**src/rtl/core_op_dispatcher.sv**
```systemverilog
// Command front-end for the multicore top: one FSM lane per core (issue, wait for end_op or
// timeout, hold result) plus a round-robin arbitrated response channel.
package core_op_pkg;
  typedef enum logic [2:0] {
    ADD   = 3'd0,
    SUB   = 3'd1,
    MUL   = 3'd2,
    BAND  = 3'd3,
    BOR   = 3'd4,
    BXOR  = 3'd5,
    LOAD  = 3'd6,
    STORE = 3'd7
  } opcode;
endpackage

module core_op_dispatcher
  import core_op_pkg::*;
#(
  parameter int NUM_CORES = 3,
  parameter int TIMEOUT   = 255
) (
  input  logic        clk,
  input  logic        rst,
  input  logic        cmd_valid,
  output logic        cmd_ready,
  input  logic [1:0]  cmd_core,
  input  opcode       cmd_op,
  input  logic [7:0]  cmd_a,
  input  logic [7:0]  cmd_b,
  input  logic [11:0] cmd_addr,
  input  logic [7:0]  cmd_data,
  output logic        bad_cmd,
  output logic        start_op   [NUM_CORES-1:0],
  output opcode       op_sel     [NUM_CORES-1:0],
  output logic [7:0]  A          [NUM_CORES-1:0],
  output logic [7:0]  B          [NUM_CORES-1:0],
  output logic [11:0] address_in [NUM_CORES-1:0],
  output logic [7:0]  data_in    [NUM_CORES-1:0],
  input  logic        end_op     [NUM_CORES-1:0],
  input  logic [15:0] result     [NUM_CORES-1:0],
  output logic        resp_valid,
  input  logic        resp_ready,
  output logic [1:0]  resp_core,
  output logic [15:0] resp_result,
  output logic        resp_err
);
  localparam int CW = (TIMEOUT > 1) ? $clog2(TIMEOUT + 1) : 1;
  localparam int IW = (NUM_CORES > 1) ? $clog2(NUM_CORES) : 1;

  typedef enum logic [1:0] {S_IDLE, S_BUSY, S_DONE} lane_state_t;

  logic [NUM_CORES-1:0] w_sel;
  logic [NUM_CORES-1:0] w_idle;
  logic [NUM_CORES-1:0] w_done;
  logic [NUM_CORES-1:0] w_lane_err;
  logic [15:0]          w_lane_res [NUM_CORES-1:0];
  logic                 w_in_range;
  logic                 w_cmd_ready;
  logic                 w_hs;
  logic [IW-1:0]        w_rr_idx;
  logic [IW-1:0]        w_grant;
  logic [IW-1:0]        r_ptr;
  logic [IW-1:0]        r_lock_idx;
  logic                 r_lock;
  logic                 r_bad_cmd;

  // Out-of-range targets are always accepted so they can be dropped.
  assign w_in_range  = |w_sel;
  assign w_cmd_ready = !rst && (!w_in_range || |(w_sel & w_idle));
  assign cmd_ready   = w_cmd_ready;
  assign bad_cmd     = r_bad_cmd;

  for (genvar gi = 0; gi < NUM_CORES; gi++) begin : g_lane
    lane_state_t   r_state;
    lane_state_t   w_state_next;
    logic [CW-1:0] r_cnt;
    logic [CW-1:0] w_cnt_inc;
    logic          w_accept;
    logic          w_release;
    logic          w_tmo;
    logic          r_start;
    opcode         r_op;
    logic [7:0]    r_a;
    logic [7:0]    r_b;
    logic [11:0]   r_addr;
    logic [7:0]    r_data;
    logic [15:0]   r_res;
    logic          r_err;

    assign w_sel[gi]  = (cmd_core == 2'(gi));
    assign w_idle[gi] = (r_state == S_IDLE);
    assign w_done[gi] = (r_state == S_DONE);
    assign w_accept   = cmd_valid && w_cmd_ready && w_sel[gi];
    assign w_release  = w_hs && (w_grant == IW'(gi));
    assign w_cnt_inc  = r_cnt + 1'b1;
    assign w_tmo      = (w_cnt_inc == CW'(TIMEOUT));

    always_comb begin
      w_state_next = r_state;
      case (r_state)
        S_IDLE:  if (w_accept) w_state_next = S_BUSY;
        S_BUSY:  if (end_op[gi] || w_tmo) w_state_next = S_DONE;
        S_DONE:  if (w_release) w_state_next = S_IDLE;
        default: w_state_next = S_IDLE;
      endcase
    end

    always_ff @(posedge clk) begin
      if (rst) r_state <= S_IDLE;
      else     r_state <= w_state_next;
    end

    always_ff @(posedge clk) begin
      if (rst) begin
        r_start <= 1'b0;
        r_op    <= ADD;
        r_a     <= '0;
        r_b     <= '0;
        r_addr  <= '0;
        r_data  <= '0;
        r_cnt   <= '0;
        r_res   <= '0;
        r_err   <= 1'b0;
      end else begin
        if (r_state == S_IDLE && w_accept) begin
          r_start <= 1'b1;
          r_op    <= cmd_op;
          r_a     <= cmd_a;
          r_b     <= cmd_b;
          r_addr  <= cmd_addr;
          r_data  <= cmd_data;
          r_cnt   <= '0;
        end
        // end_op takes priority over a timeout landing on the same edge.
        if (r_state == S_BUSY) begin
          r_cnt <= w_cnt_inc;
          if (end_op[gi]) begin
            r_start <= 1'b0;
            r_res   <= result[gi];
            r_err   <= 1'b0;
          end else if (w_tmo) begin
            r_start <= 1'b0;
            r_res   <= '0;
            r_err   <= 1'b1;
          end
        end
      end
    end

    assign start_op[gi]   = r_start;
    assign op_sel[gi]     = r_op;
    assign A[gi]          = r_a;
    assign B[gi]          = r_b;
    assign address_in[gi] = r_addr;
    assign data_in[gi]    = r_data;
    assign w_lane_res[gi] = r_res;
    assign w_lane_err[gi] = r_err;
  end

  // Lowest DONE lane overall, overridden by the lowest DONE lane at or above the pointer.
  always_comb begin
    w_rr_idx = '0;
    for (int j = NUM_CORES - 1; j >= 0; j--) begin
      if (w_done[j]) w_rr_idx = IW'(j);
    end
    for (int j = NUM_CORES - 1; j >= 0; j--) begin
      if (w_done[j] && j >= int'(r_ptr)) w_rr_idx = IW'(j);
    end
  end

  assign w_grant = r_lock ? r_lock_idx : w_rr_idx;

  always_comb begin
    resp_valid  = 1'b0;
    resp_core   = '0;
    resp_result = '0;
    resp_err    = 1'b0;
    if (!rst && |w_done) begin
      resp_valid  = 1'b1;
      resp_core   = 2'(w_grant);
      resp_result = w_lane_res[w_grant];
      resp_err    = w_lane_err[w_grant];
    end
  end

  assign w_hs = resp_valid && resp_ready;

  always_ff @(posedge clk) begin
    if (rst) begin
      r_ptr      <= '0;
      r_lock     <= 1'b0;
      r_lock_idx <= '0;
      r_bad_cmd  <= 1'b0;
    end else begin
      r_bad_cmd  <= cmd_valid && w_cmd_ready && !w_in_range;
      r_lock     <= resp_valid && !resp_ready;
      r_lock_idx <= w_grant;
      if (w_hs) r_ptr <= (int'(w_grant) == NUM_CORES - 1) ? '0 : w_grant + 1'b1;
    end
  end

endmodule

```
**config.mk**
```make
export PLATFORM = sky130hd
export DESIGN_NAME = core_op_dispatcher
export DESIGN_NICKNAME = d
export VERILOG_FILES = /design/src/rtl/core_op_dispatcher.sv
export SDC_FILE = /design/constraint.sdc
export NUM_CORES = 1
export LEC_CHECK = 0
export CORE_ASPECT_RATIO = 0.8
export CORE_MARGIN = 5
export CORE_UTILIZATION = 43
export DETAILED_ROUTE_END_ITERATION = 10
export PLACE_DENSITY = 0.76
export SYNTH_ARGS = -nofsm -noshare
export SYNTH_HDL_FRONTEND = slang
export SYNTH_SLANG_ARGS = --single-unit
```
**constraint.sdc**
```tcl
create_clock -name clk -period 2.3 [get_ports clk]
set_clock_uncertainty 0.15 [all_clocks]
set_input_delay 0.575 -clock clk [delete_from_list [all_inputs] [get_ports clk]]
set_output_delay 0.575 -clock clk [all_outputs]
set_load 0.01 [all_outputs]
```
==> results of run 1 <==
sequential cells by signal (all words and copies together), names as in the netlist, 2 cells and up:
name            count
g_lane.r_res       48
g_lane.r_addr      36
g_lane.r_a         24
g_lane.r_b         24
g_lane.r_cnt       24
g_lane.r_data      24
g_lane.r_op         9
g_lane.r_state      6
g_lane.r_err        3
g_lane.r_start      3
r_lock_idx          2
r_ptr               2
how the worst max path moves through the flow:
stage	slack, ps	endpoint	cells past startpoint	from
2_1_floorplan	-3	resp_result[10]	7	rst
3_3_place_gp	-530	cmd_ready	5	cmd_core[0]
3_5_place_dp	-530	resp_result[1]	7	g_lane[2].r_state[0]
4_1_cts	-590	resp_result[7]	8	g_lane[1].r_state[0]
5_1_grt	-670	resp_result[9]	8	g_lane[1].r_state[0]
6_report	-630	resp_result[1]	8	g_lane[1].r_state[0]
layout by cell type (no fill, tap or decap), drive strengths merged, types with 11 or more instances in the layout:
| master | netlist | final |
|---|---|---|
| nand3 | 11 | 11 |
| clkbuf | 52 | 31 |
| a31oi | 11 | 11 |
| a32o | 17 | 17 |
| o21ai | 32 | 32 |
| clkdlybuf4s50 | 0 | 214 |
| mux2i | 19 | 19 |
| a21oi | 165 | 165 |
| o22ai | 17 | 17 |
| nand2 | 282 | 282 |
| nor2 | 66 | 66 |
| dfxtp | 207 | 207 |
| buf | 23 | 100 |
| a22o | 16 | 16 |
cell type report:
class	instances	area (sq um)	area share, %
Tap cell	258	323	2.62
Inverter	9	36.3	0.294
Multi-Input combinational cell	735	4070	33.0
Sequential cell	207	4150	33.7
Clock inverter	6	43.8	0.355
Clock buffer	31	636	5.15
Timing Repair Buffer	315	3070	24.9
power breakdown:
part	internal, mW	switching, mW
Clock	1.93	1.41
Sequential	3.65	0.0393
Combinational	0.341	0.318
worst max-delay path, stage by stage (launching register included):
cell,delay [ps]
dfxtp_2,320
and2b_2,240
o21ai_4,70
o31a_1,280
buf_4,160
buf_8,130
mux2i_4,190
o22ai_2,180
buf_2,150
synthesized netlist by cell type, types with 2 or more instances:
library cell	instances	area, sq um
a211o_1	3	26.3
nor2b_1	8	50.1
a22o_1	16	140
nor2_1	66	248
nand2b_1	7	43.8
clkbuf_1	52	195
a21bo_1	2	20.0
xor2_1	2	17.5
nand4_1	5	31.3
a21oi_2	3	26.3
dfxtp_1	207	4140
mux2i_1	19	190
o311a_1	2	20.0
buf_1	2	7.51
inv_1	9	33.8
a21oi_1	162	811
o22ai_1	17	106
buf_4	3	22.5
a32o_1	17	170
a211oi_1	9	67.6
a31o_2	2	17.5
o21a_1	4	30.0
nor3_1	5	25.0
or4_1	4	30.0
and3_1	7	43.8
buf_6	2	22.5
xnor2_1	3	26.3
nand3_1	11	55.1
nand2_1	282	1060
a31oi_1	11	68.8
ha_1	6	75.1
o21ai_2	9	78.8
o21ai_0	23	115
nand3b_1	5	37.5
a311oi_1	3	26.3
and2_1	3	18.8
buf_2	15	75.1
cells by family (layout without fill, tap and decap cells):
kind of cell,Yosys count,in the layout
AO/OA/AOI/OAI,295,295
XOR/XNOR,5,5
adder cells (fa/ha/maj),6,6
buffers and inverters,84,361
flip-flops,207,207
multiplexers,19,19
AND/OR/NAND/NOR,410,410
per-layer routing:
layer / up-vias / wire (um) / part of all wire [%]
li1: 4045 / - / -
met1: 3936 / 11700 / 43
met2: 285 / 13100 / 48
met3: 66 / 1770 / 6.4
met4: 0 / 841 / 3.1
met5: - / 0 / 0
through the flow:
step | power (mW) | TNS [ps] | worst slack [ps]
after CTS | 7.75 | -10350 | -588
final | 7.68 | -10720 | -635
after detailed placement | 4.39 | -31240 | -533
after global placement | 4.39 | -22970 | -528
after global routing | 7.96 | -11760 | -665
after floorplan | 3.99 | -21.9 | -2.74
what timing repair did:
item | 4_1_cts | 5_1_grt
gates resized for setup | 118 | 23
setup endpoints to repair | 21 | 37
setup buffers | 4 | 3
pin swaps | 9 | 12
gates cloned | 2 | 0
==> run_results.csv, run 1 <==
group,metric,value,unit
grt,grt_pass1_wl,42.6,mm
grt,globalRouteTotalUtil,22.9,%
detailed_routing,drc,0,
pwr,pwr_density_cell,623,nW/um^2
layout,drive_gt1_share,14.4,%
layout,diodes,0,
min_path,hp-class,"reg -> reg",
floorplan,die_x,166,um
synthesis,synth_fa_ha_area_share,0.894,%
detailed_routing,dr.first_iter.drc_count,586,
synthesis,synthesis.nets,1128,
critical_path,r2r_cells,6,
sta,post-route-period-util,128,%
placed_design,placed_cell_area,11400,sq um
critical_path,reg2reg_to,"g_lane[0].r_res[7]",
grt,use_met1,30.1,%
floorplan,start_util,44.0,%
sta,fin_ws,-635,ps
layout,final_area,12300,sq um
layout,fin_util,64.6,%
synthesis,synthMuxAreaShare,2.27,%
critical_path,r2r_setup_slack,150,ps
sta,slew_viol_final,0,
clock_network,clk_latency,500,ps
clock_network,clockBufferDepth,3,
synthesis,syn_inst,1026,
grt,grt_pass1_vias,7878,
floorplan,coreArea,19100,sq um
detailed_routing,wl_per_cell,17.6,um
outcome,outcome,"complete, but fails checks",
layout,final_nets,1392,
floorplan,die-area,22400,sq um
floorplan,num_rows,45,
placed_design,portBuffers,237,
synthesis,yosysWarnings,0,
sta,setup-violations-final,20,
floorplan,io_pins,238,
min_path,hp-start,"g_lane[1].r_a[4]",
grt,busiest_layer,"met2",
synthesis,synth_compound_area_share,22.3,%
pwr,cellLeakagePower,4.48,nW
sta,fin_hold_ws,300,ps
synthesis,netlist_area,8400,sq um
sta,tightest_slew,981,ps
min_path,whs_path_depth,2,
placed_design,place_congestion,0.893,
flow_run,cap_viol_max_count,0,
clock_network,cts_hold_buf,0,
critical_path,cp-start-kind,"register",
clock_network,cts.sinks,207,
layout,instances_no_fill,1561,
critical_path,worst-path-max-fanout,5,
min_path,hold_path_end,"g_lane[1].r_a[4]",
grt,overflow,0,
outcome,failed_checks,"setup timing",
grt,antenna_found_initial,0,
critical_path,end_kind,"output port",
synthesis,synth_flop_cell,"dfxtp_1",
pwr,ir_drop,0.406,mV
synthesis,synth-simple-area-share,20.2,%
critical_path,r2r_start,"g_lane[0].r_cnt[0]",
layout,fillers,1566,
clock_network,cts_buffers,22,
grt,use_met3,5.00,%
synthesis,synth_edf_count,0,
synthesis,yosysUniqueCellTypes,57,
critical_path,cp_data_required_time,1570,ps
placed_design,dp_hpwl,19.0,mm
sta,slew_headroom,34.6,%
synthesis,ys_ff_latch,207,
synthesis,synth_top_family_by_area,"compound AO/OA/AOI/OAI gates",
grt,grt_max_degree,92,
sta,finalHoldViolCount,0,
clock_network,cts_tree,"done",
detailed_routing,finalWirelength,27.4,mm
synthesis,ys_seq_area_share,49.4,%
clock_network,htree_levels,1,
synthesis,synthXorXnorAreaFrac,0.522,%
detailed_routing,num_vias,8332,
detailed_routing,viasPerCell,5.34,
sta,rsz0062_at_grt,"yes",
clock_network,path_clk_slew,60,ps
synthesis,avgSynthCellArea,8.18,sq um
sta,fmax,341,MHz
floorplan,die_h,135,um
detailed_routing,dr.pass1.iters,5,
detailed_routing,ant_nets,0,
placed_design,dpl.cell_count,1516,
clock_network,ctsRootBufferMaster,"clkbuf_16",
critical_path,timing_worst_setup_path_type,"reg -> out",
critical_path,arrival,2210,ps
grt,grt_util_met2,37.8,%
synthesis,async_flop_share,0,%
layout,synthToLayoutAreaGrowth,46.9,%
sta,fin_crit,2930,ps
No activity file was read; power rests on OpenSTA's default activity.
==> run 2: changes to the inputs <==
--- a/config.mk
+++ b/config.mk
@@ -8,6 +8,7 @@
 export CORE_ASPECT_RATIO = 0.8
 export CORE_MARGIN = 5
 export CORE_UTILIZATION = 43
+export CTS_CLUSTER_DIAMETER = 120
 export DETAILED_ROUTE_END_ITERATION = 10
 export PLACE_DENSITY = 0.76
 export SYNTH_ARGS = -nofsm -noshare
==> results of run 2 <==
Same layout as run 1: the final DEF is identical, and so are final timing and power.
==> run 3: changes to the inputs <==
--- a/config.mk
+++ b/config.mk
@@ -6,7 +6,6 @@
 export NUM_CORES = 1
 export LEC_CHECK = 0
 export CORE_ASPECT_RATIO = 0.8
-export CORE_MARGIN = 5
 export CORE_UTILIZATION = 43
 export CTS_CLUSTER_DIAMETER = 120
 export DETAILED_ROUTE_END_ITERATION = 10
==> run 3 against run 2 <==
  * The run still ends with setup timing left
  * Clock power up 8.7%
  * First-iteration DRC count up 12%
  * Combinational power up 1%
  * Worst hold slack better by 2.6 ps
  * Wire length down 1.0%
  * Sequential share of layout area down 0.51 points
  * Flip-flop and latch count unchanged
  * Die area down 10%
  * Via count up 2.0%
  * Global-route usage up 2.8 points
  * Non-clock buffer count up 13
  * Largest power group unchanged
==> run_results.csv, run 3 (same netlist as run 1, synthesis figures left out) <==
group,metric,value,unit
clock_network,clk_latency,500,ps
pwr,clock_power_share,45.5,%
clock_network,clockBufferDepth,3,
critical_path,end_kind,"output port",
pwr,power_switching,1.82,mW
sta,rsz0062_at_grt,"yes",
sta,tightest_slew,986,ps
detailed_routing,num_vias,8499,
sta,fin_hold_ws,303,ps
pwr,pwr_density_cell,638,nW/um^2
floorplan,coreArea,19000,sq um
outcome,outcome,"complete, but fails checks",
layout,layout_commonest_cell,"nand2_1",
pwr,sw_frac_of_total,22.7,%
clock_network,cts.sinks,207,
outcome,failed_checks,"setup timing",
min_path,hold_path_end,"g_lane[0].r_b[3]",
critical_path,cp_data_required_time,1570,ps
flow_run,cap_viol_max_count,0,
detailed_routing,viasPerCell,5.39,
grt,grt_pass1_wl,41.1,mm
layout,drive_gt1_share,15.6,%
placed_design,placed_cell_area,11400,sq um
pwr,ir_drop,0.516,mV
layout,final_nets,1406,
grt,overflow,0,
clock_network,cts_buffers,22,
floorplan,die-area,20100,sq um
sta,final.setup.tns,-11060,ps
layout,final_cell_mix,"280 x nand2_1, 214 x clkdlybuf4s50_1, 201 x dfxtp_1, 161 x a21oi_1, 69 x buf_4",
placed_design,dp_hpwl,17.7,mm
critical_path,worst-path-max-fanout,5,
floorplan,start_util,44.1,%
grt,antenna_found_initial,0,
pwr,p_seq_share,46.2,%
pwr,finalPower,7.99,mW
sta,fin_ws,-602,ps
critical_path,cp-start-kind,"register",
floorplan,die_h,127,um
layout,diodes,0,
layout,final_area,12500,sq um
layout,reg_top3,"g_lane.r_res x48, g_lane.r_addr x36",
detailed_routing,drc,0,
grt,grt_max_degree,94,
min_path,hp-start,"g_lane[0].r_b[3]",
layout,largest_reg_flops,48,
sta,fmax,345,MHz
clock_network,htree_levels,1,
floorplan,num_rows,45,
clock_network,cts_tree,"done",
pwr,cellLeakagePower,4.60,nW
placed_design,dpl.cell_count,1516,
layout,synthToLayoutAreaGrowth,49.1,%
placed_design,portBuffers,237,
clock_network,ctsRootBufferMaster,"clkbuf_16",
sta,slew_headroom,34.3,%
critical_path,r2r_cells,12,
critical_path,r2r_setup_slack,30,ps
sta,fin_crit,2900,ps
layout,fin_util,65.8,%
floorplan,io_pins,238,
pwr,p_comb_share,8.3,%
clock_network,cts_hold_buf,0,
critical_path,arrival,2180,ps
grt,globalRouteTotalUtil,25.6,%
clock_network,path_clk_slew,60,ps
min_path,whs_path_depth,2,
grt,grt_pass1_vias,7785,
layout,largest-register,"g_lane.r_res",
detailed_routing,wl_per_cell,17.2,um
sta,slew_viol_final,0,
pwr,internal_power,6.17,mW
min_path,hp-class,"reg -> reg",
detailed_routing,dr.first_iter.drc_count,656,
detailed_routing,ant_nets,0,
placed_design,place_congestion,0.925,
layout,instances_no_fill,1577,
sta,finalHoldViolCount,0,
sta,setup-violations-final,20,
critical_path,r2r_start,"g_lane[1].r_state[0]",
placed_design,place_ws,-562,ps
detailed_routing,finalWirelength,27.2,mm
sta,post-route-period-util,126,%
critical_path,reg2reg_to,"r_ptr[0]",
critical_path,timing_worst_setup_path_type,"reg -> out",
floorplan,die_x,158,um
detailed_routing,dr.pass1.iters,5,
==> run 3: power groups by stage <==
stage | Clock (mW) | Sequential, mW | Combinational (mW)
floorplan | 0 | 3.77 | 0.222
global route | 3.84 | 3.69 | 0.710
detailed placement | 0 | 3.76 | 0.621
finish | 3.63 | 3.69 | 0.666
CTS | 3.67 | 3.68 | 0.638
global placement | 0 | 3.76 | 0.616
==> run 3: final cells by class <==
cell class,instances,area [sq um]
Clock buffer,29,638
Clock inverter,10,109
Fill cell,1552,6520
Inverter,9,33.8
Multi-Input combinational cell,736,4080
Sequential cell,207,4150
Tap cell,258,323
Timing Repair Buffer,328,3180
==> run 3: worst max-delay path, stage by stage (launching register included) <==
cell     delay [ps]
dfxtp_2         340
nor2b_4         200
nor2_4           60
o31a_1          310
buf_6           150
buf_12          140
mux2i_4         180
o22ai_2         140
buf_2           160
==> run 3: how the worst max path moves through the flow <==
stage | from | end
6_report | r_ptr[0] | resp_result[11]
5_1_grt | r_ptr[0] | resp_result[11]
4_1_cts | g_lane[1].r_state[0] | resp_result[11]
3_5_place_dp | cmd_core[0] | cmd_ready
3_3_place_gp | cmd_core[0] | cmd_ready
2_1_floorplan | rst | resp_result[10]
==> run 3: what timing repair did <==
action / CTS / global route
setup buffers: 15 / 10
gates resized for setup: 114 / 35
cloned: 3 / 2
endpoints found under the setup margin: 21 / 55
pin swaps: 7 / 18
==> run 3: routing by layer <==
| layer | track usage, % | wire, um | vias up |
|---|---|---|---|
| li1 | - | - | 4100 |
| met1 | 35.6 | 12100 | 4011 |
| met2 | 41.0 | 12500 | 326 |
| met3 | 4.34 | 1860 | 62 |
| met4 | 6.96 | 752 | 0 |
| met5 | 0 | 0 | - |
